--- src/rtl/multi_cycle_control_unit.sv ---
// rtl/multi_cycle_control_unit.sv - multi-cycle RV32I control FSM with halt flag and retired-instruction counter
module multi_cycle_control_unit #(
    parameter int INSTRET_WIDTH = 32
) (
    input  logic                     clk,
    input  logic                     reset,
    input  logic [6:0]               opcode,
    input  logic                     halt_cond,
    input  logic                     alu_bcond,
    input  logic                     mem_ready,
    output logic                     pc_write,
    output logic                     pc_write_cond,
    output logic                     pc_source,
    output logic                     iord,
    output logic                     mem_read,
    output logic                     mem_write,
    output logic                     ir_write,
    output logic [1:0]               mem_to_reg,
    output logic                     reg_write,
    output logic [1:0]               alu_src_a,
    output logic [1:0]               alu_src_b,
    output logic [1:0]               alu_op,
    output logic                     is_halted,
    output logic [INSTRET_WIDTH-1:0] instret
);

    localparam logic [6:0] OP_RTYPE  = 7'b0110011;
    localparam logic [6:0] OP_IARITH = 7'b0010011;
    localparam logic [6:0] OP_LOAD   = 7'b0000011;
    localparam logic [6:0] OP_STORE  = 7'b0100011;
    localparam logic [6:0] OP_BRANCH = 7'b1100011;
    localparam logic [6:0] OP_JAL    = 7'b1101111;
    localparam logic [6:0] OP_JALR   = 7'b1100111;
    localparam logic [6:0] OP_SYSTEM = 7'b1110011;

    localparam logic [INSTRET_WIDTH-1:0] INSTRET_ONE = {{(INSTRET_WIDTH-1){1'b0}}, 1'b1};

    typedef enum logic [2:0] {
        S_IF   = 3'd0,
        S_ID   = 3'd1,
        S_EX   = 3'd2,
        S_MEM  = 3'd3,
        S_WB   = 3'd4,
        S_HALT = 3'd5
    } state_t;

    state_t                   state_q, state_d;
    logic [INSTRET_WIDTH-1:0] instret_q, instret_d;
    logic                     halted_q, halted_d;
    logic                     retire;

    // The branch decision is ANDed with pc_write_cond in the datapath, not here.
    logic unused_bcond;
    assign unused_bcond = alu_bcond;

    // State, retired counter and sticky halt flag; reset clears all three at once.
    always_ff @(posedge clk or posedge reset) begin
        if (reset) begin
            state_q   <= S_IF;
            instret_q <= '0;
            halted_q  <= 1'b0;
        end else begin
            state_q   <= state_d;
            instret_q <= instret_d;
            halted_q  <= halted_d;
        end
    end

    // Next state and control outputs; reset forces every control to 0 so a pending access aborts immediately.
    always_comb begin
        state_d       = state_q;
        retire        = 1'b0;
        pc_write      = 1'b0;
        pc_write_cond = 1'b0;
        pc_source     = 1'b0;
        iord          = 1'b0;
        mem_read      = 1'b0;
        mem_write     = 1'b0;
        ir_write      = 1'b0;
        mem_to_reg    = 2'b00;
        reg_write     = 1'b0;
        alu_src_a     = 2'b00;
        alu_src_b     = 2'b00;
        alu_op        = 2'b00;

        case (state_q)
            S_IF: begin
                mem_read  = 1'b1;
                alu_src_b = 2'b01;
                if (mem_ready) begin
                    ir_write = 1'b1;
                    pc_write = 1'b1;
                    state_d  = S_ID;
                end
            end
            S_ID: begin
                alu_src_a = 2'b10;
                alu_src_b = 2'b10;
                if (opcode == OP_SYSTEM) begin
                    if (halt_cond) begin
                        state_d = S_HALT;
                    end else begin
                        retire  = 1'b1;
                        state_d = S_IF;
                    end
                end else begin
                    state_d = S_EX;
                end
            end
            S_EX: begin
                case (opcode)
                    OP_RTYPE: begin
                        alu_src_a = 2'b01;
                        alu_op    = 2'b10;
                        state_d   = S_WB;
                    end
                    OP_IARITH: begin
                        alu_src_a = 2'b01;
                        alu_src_b = 2'b10;
                        alu_op    = 2'b10;
                        state_d   = S_WB;
                    end
                    OP_LOAD, OP_STORE: begin
                        alu_src_a = 2'b01;
                        alu_src_b = 2'b10;
                        state_d   = S_MEM;
                    end
                    OP_BRANCH: begin
                        alu_src_a     = 2'b01;
                        alu_op        = 2'b01;
                        pc_write_cond = 1'b1;
                        pc_source     = 1'b1;
                        retire        = 1'b1;
                        state_d       = S_IF;
                    end
                    OP_JAL: begin
                        reg_write  = 1'b1;
                        mem_to_reg = 2'b10;
                        pc_write   = 1'b1;
                        pc_source  = 1'b1;
                        retire     = 1'b1;
                        state_d    = S_IF;
                    end
                    OP_JALR: begin
                        alu_src_a  = 2'b01;
                        alu_src_b  = 2'b10;
                        reg_write  = 1'b1;
                        mem_to_reg = 2'b10;
                        pc_write   = 1'b1;
                        retire     = 1'b1;
                        state_d    = S_IF;
                    end
                    default: begin
                        retire  = 1'b1;
                        state_d = S_IF;
                    end
                endcase
            end
            S_MEM: begin
                iord = 1'b1;
                if (opcode == OP_LOAD) begin
                    mem_read = 1'b1;
                    if (mem_ready) begin
                        state_d = S_WB;
                    end
                end else begin
                    mem_write = 1'b1;
                    if (mem_ready) begin
                        retire  = 1'b1;
                        state_d = S_IF;
                    end
                end
            end
            S_WB: begin
                reg_write  = 1'b1;
                mem_to_reg = (opcode == OP_LOAD) ? 2'b01 : 2'b00;
                retire     = 1'b1;
                state_d    = S_IF;
            end
            S_HALT: begin
                state_d = S_HALT;
            end
            default: begin
                state_d = S_IF;
            end
        endcase

        if (reset) begin
            pc_write      = 1'b0;
            pc_write_cond = 1'b0;
            pc_source     = 1'b0;
            iord          = 1'b0;
            mem_read      = 1'b0;
            mem_write     = 1'b0;
            ir_write      = 1'b0;
            mem_to_reg    = 2'b00;
            reg_write     = 1'b0;
            alu_src_a     = 2'b00;
            alu_src_b     = 2'b00;
            alu_op        = 2'b00;
        end
    end

    // Counter and halt-flag next values; a halting ECALL sets the flag without retiring.
    always_comb begin
        instret_d = retire ? (instret_q + INSTRET_ONE) : instret_q;
        halted_d  = halted_q | ((state_q == S_ID) && (state_d == S_HALT));
    end

    assign is_halted = halted_q;
    assign instret   = instret_q;

endmodule

--- config.mk ---
export PLATFORM = sky130hd
export DESIGN_NAME = multi_cycle_control_unit
export DESIGN_NICKNAME = d
export VERILOG_FILES = /design/src/rtl/multi_cycle_control_unit.sv
export SDC_FILE = /design/constraint.sdc
export NUM_CORES = 1
export LEC_CHECK = 0
export ABC_AREA = 1
export CORE_AREA = 3 3 70 98
export DETAILED_ROUTE_END_ITERATION = 16
export DIE_AREA = 0 0 73 101
export GPL_TIMING_DRIVEN = 0
export HOLD_SLACK_MARGIN = 0.1
export PLACE_DENSITY = 0.86
export SETUP_SLACK_MARGIN = 0.02
export SLEW_MARGIN = 0
export SYNTH_ARGS = -nofsm -noshare
export SYNTH_HDL_FRONTEND = slang
export SYNTH_SLANG_ARGS = --single-unit
--- constraint.sdc ---
create_clock -name clk -period 1.8 [get_ports clk]
set_clock_uncertainty 0.15 [all_clocks]
set_input_delay 0.27 -clock clk [delete_from_list [all_inputs] [get_ports clk]]
set_output_delay 0.27 -clock clk [all_outputs]
set_load 0.005 [all_outputs]
Word level (Yosys, flattened, before mapping) --
Index checks and enable logic that the tools add are counted.
Word-level totals: output and inout port bits 49, flip-flop bits (word level) 36, logic and storage cells 76, bits of input ports 12
Cells by class: equal/unequal tests 14, bitwise logic cells 1, $add $sub $neg 1, muxes and demuxes 48, reduce and logical (&&, ||, !) cells 9
Operators by type and width (number):
- $add 32x1->32 const B | 1
- $eq 7x7->1 const B | 4
- $mux 1 | 25
- $mux 3 | 6
- $pmux 3 s5 | 1
- $eq 7x6->1 const B | 2
- $mux 2 | 7
- $pmux 2 s2 | 3
- $eq 3x3->1 const B | 3
- $reduce_or 2->1 | 4
- $reduce_or 4->1 | 2
- $eq 7x2->1 const B | 1
- $eq 7x5->1 const B | 1
- $eq 3x2->1 const B | 2
- $pmux 1 s2 | 3
- $pmux 2 s3 | 1
- $pmux 3 s2 | 1
- $reduce_or 6->1 | 1
- $pmux 1 s4 | 1
- $eq 3x1->1 const B | 1
- $logic_not 3->1 | 1
- $logic_and 1x1->1 | 1
- $or 1x1->1 | 1

Logic depth before layout (Yosys ltp) --
depth in word-level cells 7, mapped depth 10, depth with buffers taken out 10

Worst setup path before layout --
No wires, ideal clock.
path kind register to register, from register instret_q[0], in the netlist instret[0], to register instret_q[30], in the netlist instret[30], required time 1533 ps, slack 96 ps, path buffers 0, arrival 1437 ps, cell stages (with the launch flop) 11, cells stage by stage dfrtp_1 ha_1 inv_1 nor2_4 nand2_1 nor2_1 nand2_1 nand2_1 nand2_1 nand2_1 nand2_1
On the way: longest elaborated chain between the ends 1
RTL lines:
- start: declaration | line 48 | logic [INSTRET_WIDTH-1:0] instret_q, instret_d;
- start signal: assignment | line 64 | instret_q <= instret_d;
- $add 32x1->32 | line 206 | instret_d = retire ? (instret_q + INSTRET_ONE) : instret_q;
Every way passes these cells. A chain may end at the register's enable or synchronous reset.

Worst setup path after layout --
from register state_q[0], to register instret_q[6], in the netlist instret[6]
On the way: longest elaborated chain between the ends 2
RTL lines:
- start: declaration | line 47 | state_t state_q, state_d;
- start signal: assignment | line 63 | state_q <= state_d;
- $eq 3x3->1, or another cell as far along | line 86 | case (state_q)
- $pmux 1 s4 * | line 86
Every way passes the cells marked *; elsewhere a longest branch is shown, timed or not.

==> impl_metrics.env <==
export IMPL_synth_seq_cells=36
export IMPL_relSlewSlack=0.4624
export IMPL_diodes=0
export IMPL_yosysSeqAreaShare=0.3259
export IMPL_status="finished with violations"
export IMPL_grt_pass1_wl_microns=15320
export IMPL_cts_sinks=36
export IMPL_power_switching_w=0.001395
export IMPL_clkSlewWorstSetupHoldPaths_ns=0.08
export IMPL_grt_max_degree=20
export IMPL_gp_congestion=0.8924
export IMPL_swShare=0.4030
export IMPL_clock_latency_ns=0.29
export IMPL_fin_nets=572
export IMPL_cts_buffers=5
export IMPL_required_ns=1.83
export IMPL_min_path_type="register to register"
export IMPL_cts_max_level=2
export IMPL_worstPathArrival_ns=2.09
export IMPL_gr_total_overflow=0
export IMPL_dp_slack_ns=-0.8286
export IMPL_clockBufferDepth=2
export IMPL_routed_via_count=3645
export IMPL_ant_nets=0
export IMPL_fill_cells=471
export IMPL_drtIter0Drc=249
export IMPL_synth_edf_count=0
export IMPL_power_density_nw_per_um2=827.2
export IMPL_antenna_found_initial=0
export IMPL_syn_to_final_growth_pct=51.43
export IMPL_power_internal_w=0.002067
export IMPL_final_core_util=0.6785
export IMPL_yosys_top_cells_area="dfrtp_1, nand2_1, nand3_1"
export IMPL_syn_nets=459
export IMPL_layoutNonFillerInstCount=631
export IMPL_vias_per_cell=5.777
export IMPL_synth_area_sq_um=2764
export IMPL_reg2reg_depth=12
export IMPL_placedCellCount=578
export IMPL_start_util=0.4481
export IMPL_synthArstFlopShare=1.000
export IMPL_cts_hold_buf=0
export IMPL_synthFlopType="dfrtp_1"
export IMPL_root_buffer="clkbuf_8"
export IMPL_synth_top_area_frac=0.3259
export IMPL_yosysWarnings=0
export IMPL_holdPathStages=2
export IMPL_coreArea_sq_um=6168
export IMPL_setup_viol=47
export IMPL_drv_cap=0
export IMPL_tritoncts="done"
export IMPL_hold_viol_final=0
export IMPL_cp_max_fo=7
export IMPL_leakage_nw=2.030
export IMPL_max_freq_mhz=487.3
export IMPL_firstDrtPassIters=5
export IMPL_drt_total_wl_microns=11480
export IMPL_p_comb_frac=0.519
export IMPL_yosysTopAreaCell="dfrtp_1"
export IMPL_postSynthAreaPerCell_sq_um=6.197
export IMPL_timing_final_crit_share=1.140
export IMPL_ios=61
export IMPL_worst_slew_pin_slew_ns=0.8055
export IMPL_setup_slack_ns=-0.2522
export IMPL_ir_drop_v=0.0006255
export IMPL_dp_hpwl_microns=6264
export IMPL_die_area_sq_um=7373
export IMPL_yosysUniqueCellTypes=28
export IMPL_clock_power_share=0.192
export IMPL_post_drt_wl_per_cell_microns=18.20
export IMPL_path_class="register to register"
export IMPL_drcViolationCount=0
export IMPL_rsz0062_at_grt="yes"
export IMPL_rows=34
export IMPL_grtUsageTotal=0.2655
export IMPL_drv_slew=0
export IMPL_power_frac_seq=0.289
export IMPL_critical_path_endpoint_type="register"
export IMPL_tns_ns=-8.671
export IMPL_grt_pass1_vias=3314
export IMPL_drive_above_1_share=0.2970
export IMPL_chipWidth_microns=73
export IMPL_io_buffer_count=59
export IMPL_netlist_instances=446
export IMPL_violations="negative setup slack"
export IMPL_fin_crit_ns=2.052
export IMPL_cp_start_kind="register"
export IMPL_dieHeight_microns=101
[kinds of logic after synthesis]
kind of cell | synth area share
simple gates | 0.5025
buf+inv | 0.1005
flops | 0.3259
xor+xnor | 0.04120
compound gates | 0.02535
fa+ha+maj | 0.004526
[sequential cells by signal, summed over array words and instances (netlist names)]
register   flops
state_q        3
instret       32
is_halted      1
[power groups by stage]
| stage | Combinational [W] | Clock, W | Sequential (W) |
|---|---|---|---|
| floorplan | 0.000604 | 0 | 0.000977 |
| global placement | 0.000922 | 0 | 0.000993 |
| detailed placement | 0.000951 | 0 | 0.000997 |
| CTS | 0.00123 | 0.000642 | 0.000981 |
| global route | 0.00189 | 0.000688 | 0.00101 |
| finish | 0.00180 | 0.000664 | 0.00100 |
[timing repair]
action | in CTS | in global routing
setup endpoints to repair | 39 | 49
setup buffers | 27 | 18
resized for setup | 126 | 60
cloned | 0 | 3
pin swaps | 21 | 15
[area by class of cell]
class	instances	area, sq um	share of cell area
Timing Repair Buffer	107	958.4	0.2290
Sequential cell	36	908.4	0.2170
Tap cell	72	90.09	0.02152
Inverter	49	191.4	0.04574
Multi-Input combinational cell	351	1842	0.4401
Clock buffer	7	96.34	0.02302
Buffer	9	98.84	0.02362
[Yosys cell counts, types with 2 or more instances]
cell       n
nor2_4     2
nor3_1     6
nand3_1   55
inv_1     46
buf_6      6
a21oi_1    3
nor2_1    63
buf_4      3
nor2_2     2
xnor2_1    5
nand2_1  185
inv_2      2
dfrtp_1   36
nand4_1    5
xor2_1     8
o21ai_0    3
nand2_2    5
[final timing paths]
kind	slack [ns]	from	end
hold reg to reg	0.36	is_halted	is_halted
setup reg to reg	-0.25	state_q[0]	instret[6]
setup / recovery	-0.25	state_q[0]	instret[6]
max in group asynchronous	0.39	reset	instret[20]
min in group asynchronous	0.52	reset	instret[8]
hold / removal	0.36	is_halted	is_halted
[critical path, stage by stage, from the launching register on]
cell and delay (ns):
dfrtp_2 0.48, buf_6 0.14, buf_6 0.11, nand2_4 0.07, clkinv_4 0.06, nand2_4 0.08, buf_6 0.10, nor2_4 0.05
nand2_2 0.09, nand4_4 0.22, clkbuf_16 0.25, nand2_2 0.06, nand2_1 0.06
[metrics by stage]
stage                     hold WS (ns)  power [W]  instance area [sq um]
after global placement          0.3126   0.001915                   3445
after global routing            0.3987   0.003578                   4185
after floorplan                 0.2936   0.001582                   2764
after CTS                       0.3074   0.002849                   3865
after detailed placement        0.3141   0.001948                   3472
final                           0.3593   0.003462                   4185
[metal layers]
metal | up-vias | part of all wire | GRT usage
li1 | 1614 | - | -
met1 | 1695 | 0.33 | 0.2955
met2 | 253 | 0.50 | 0.4700
met3 | 83 | 0.077 | 0.03593
met4 | 0 | 0.086 | 0.1534
met5 | - | 0 | 0
[layout by cell type (no fill, tap or decap), types with 11 or more instances in the layout]
master,instances
inv_2,11
clkdlybuf4s50_1,34
dfrtp_1,30
nand2_2,25
nor2_1,51
buf_4,33
inv_1,36
buf_2,14
nand3_1,52
nand2_1,158
buf_6,21
Note: power is estimated with default switching activity, not from simulation.
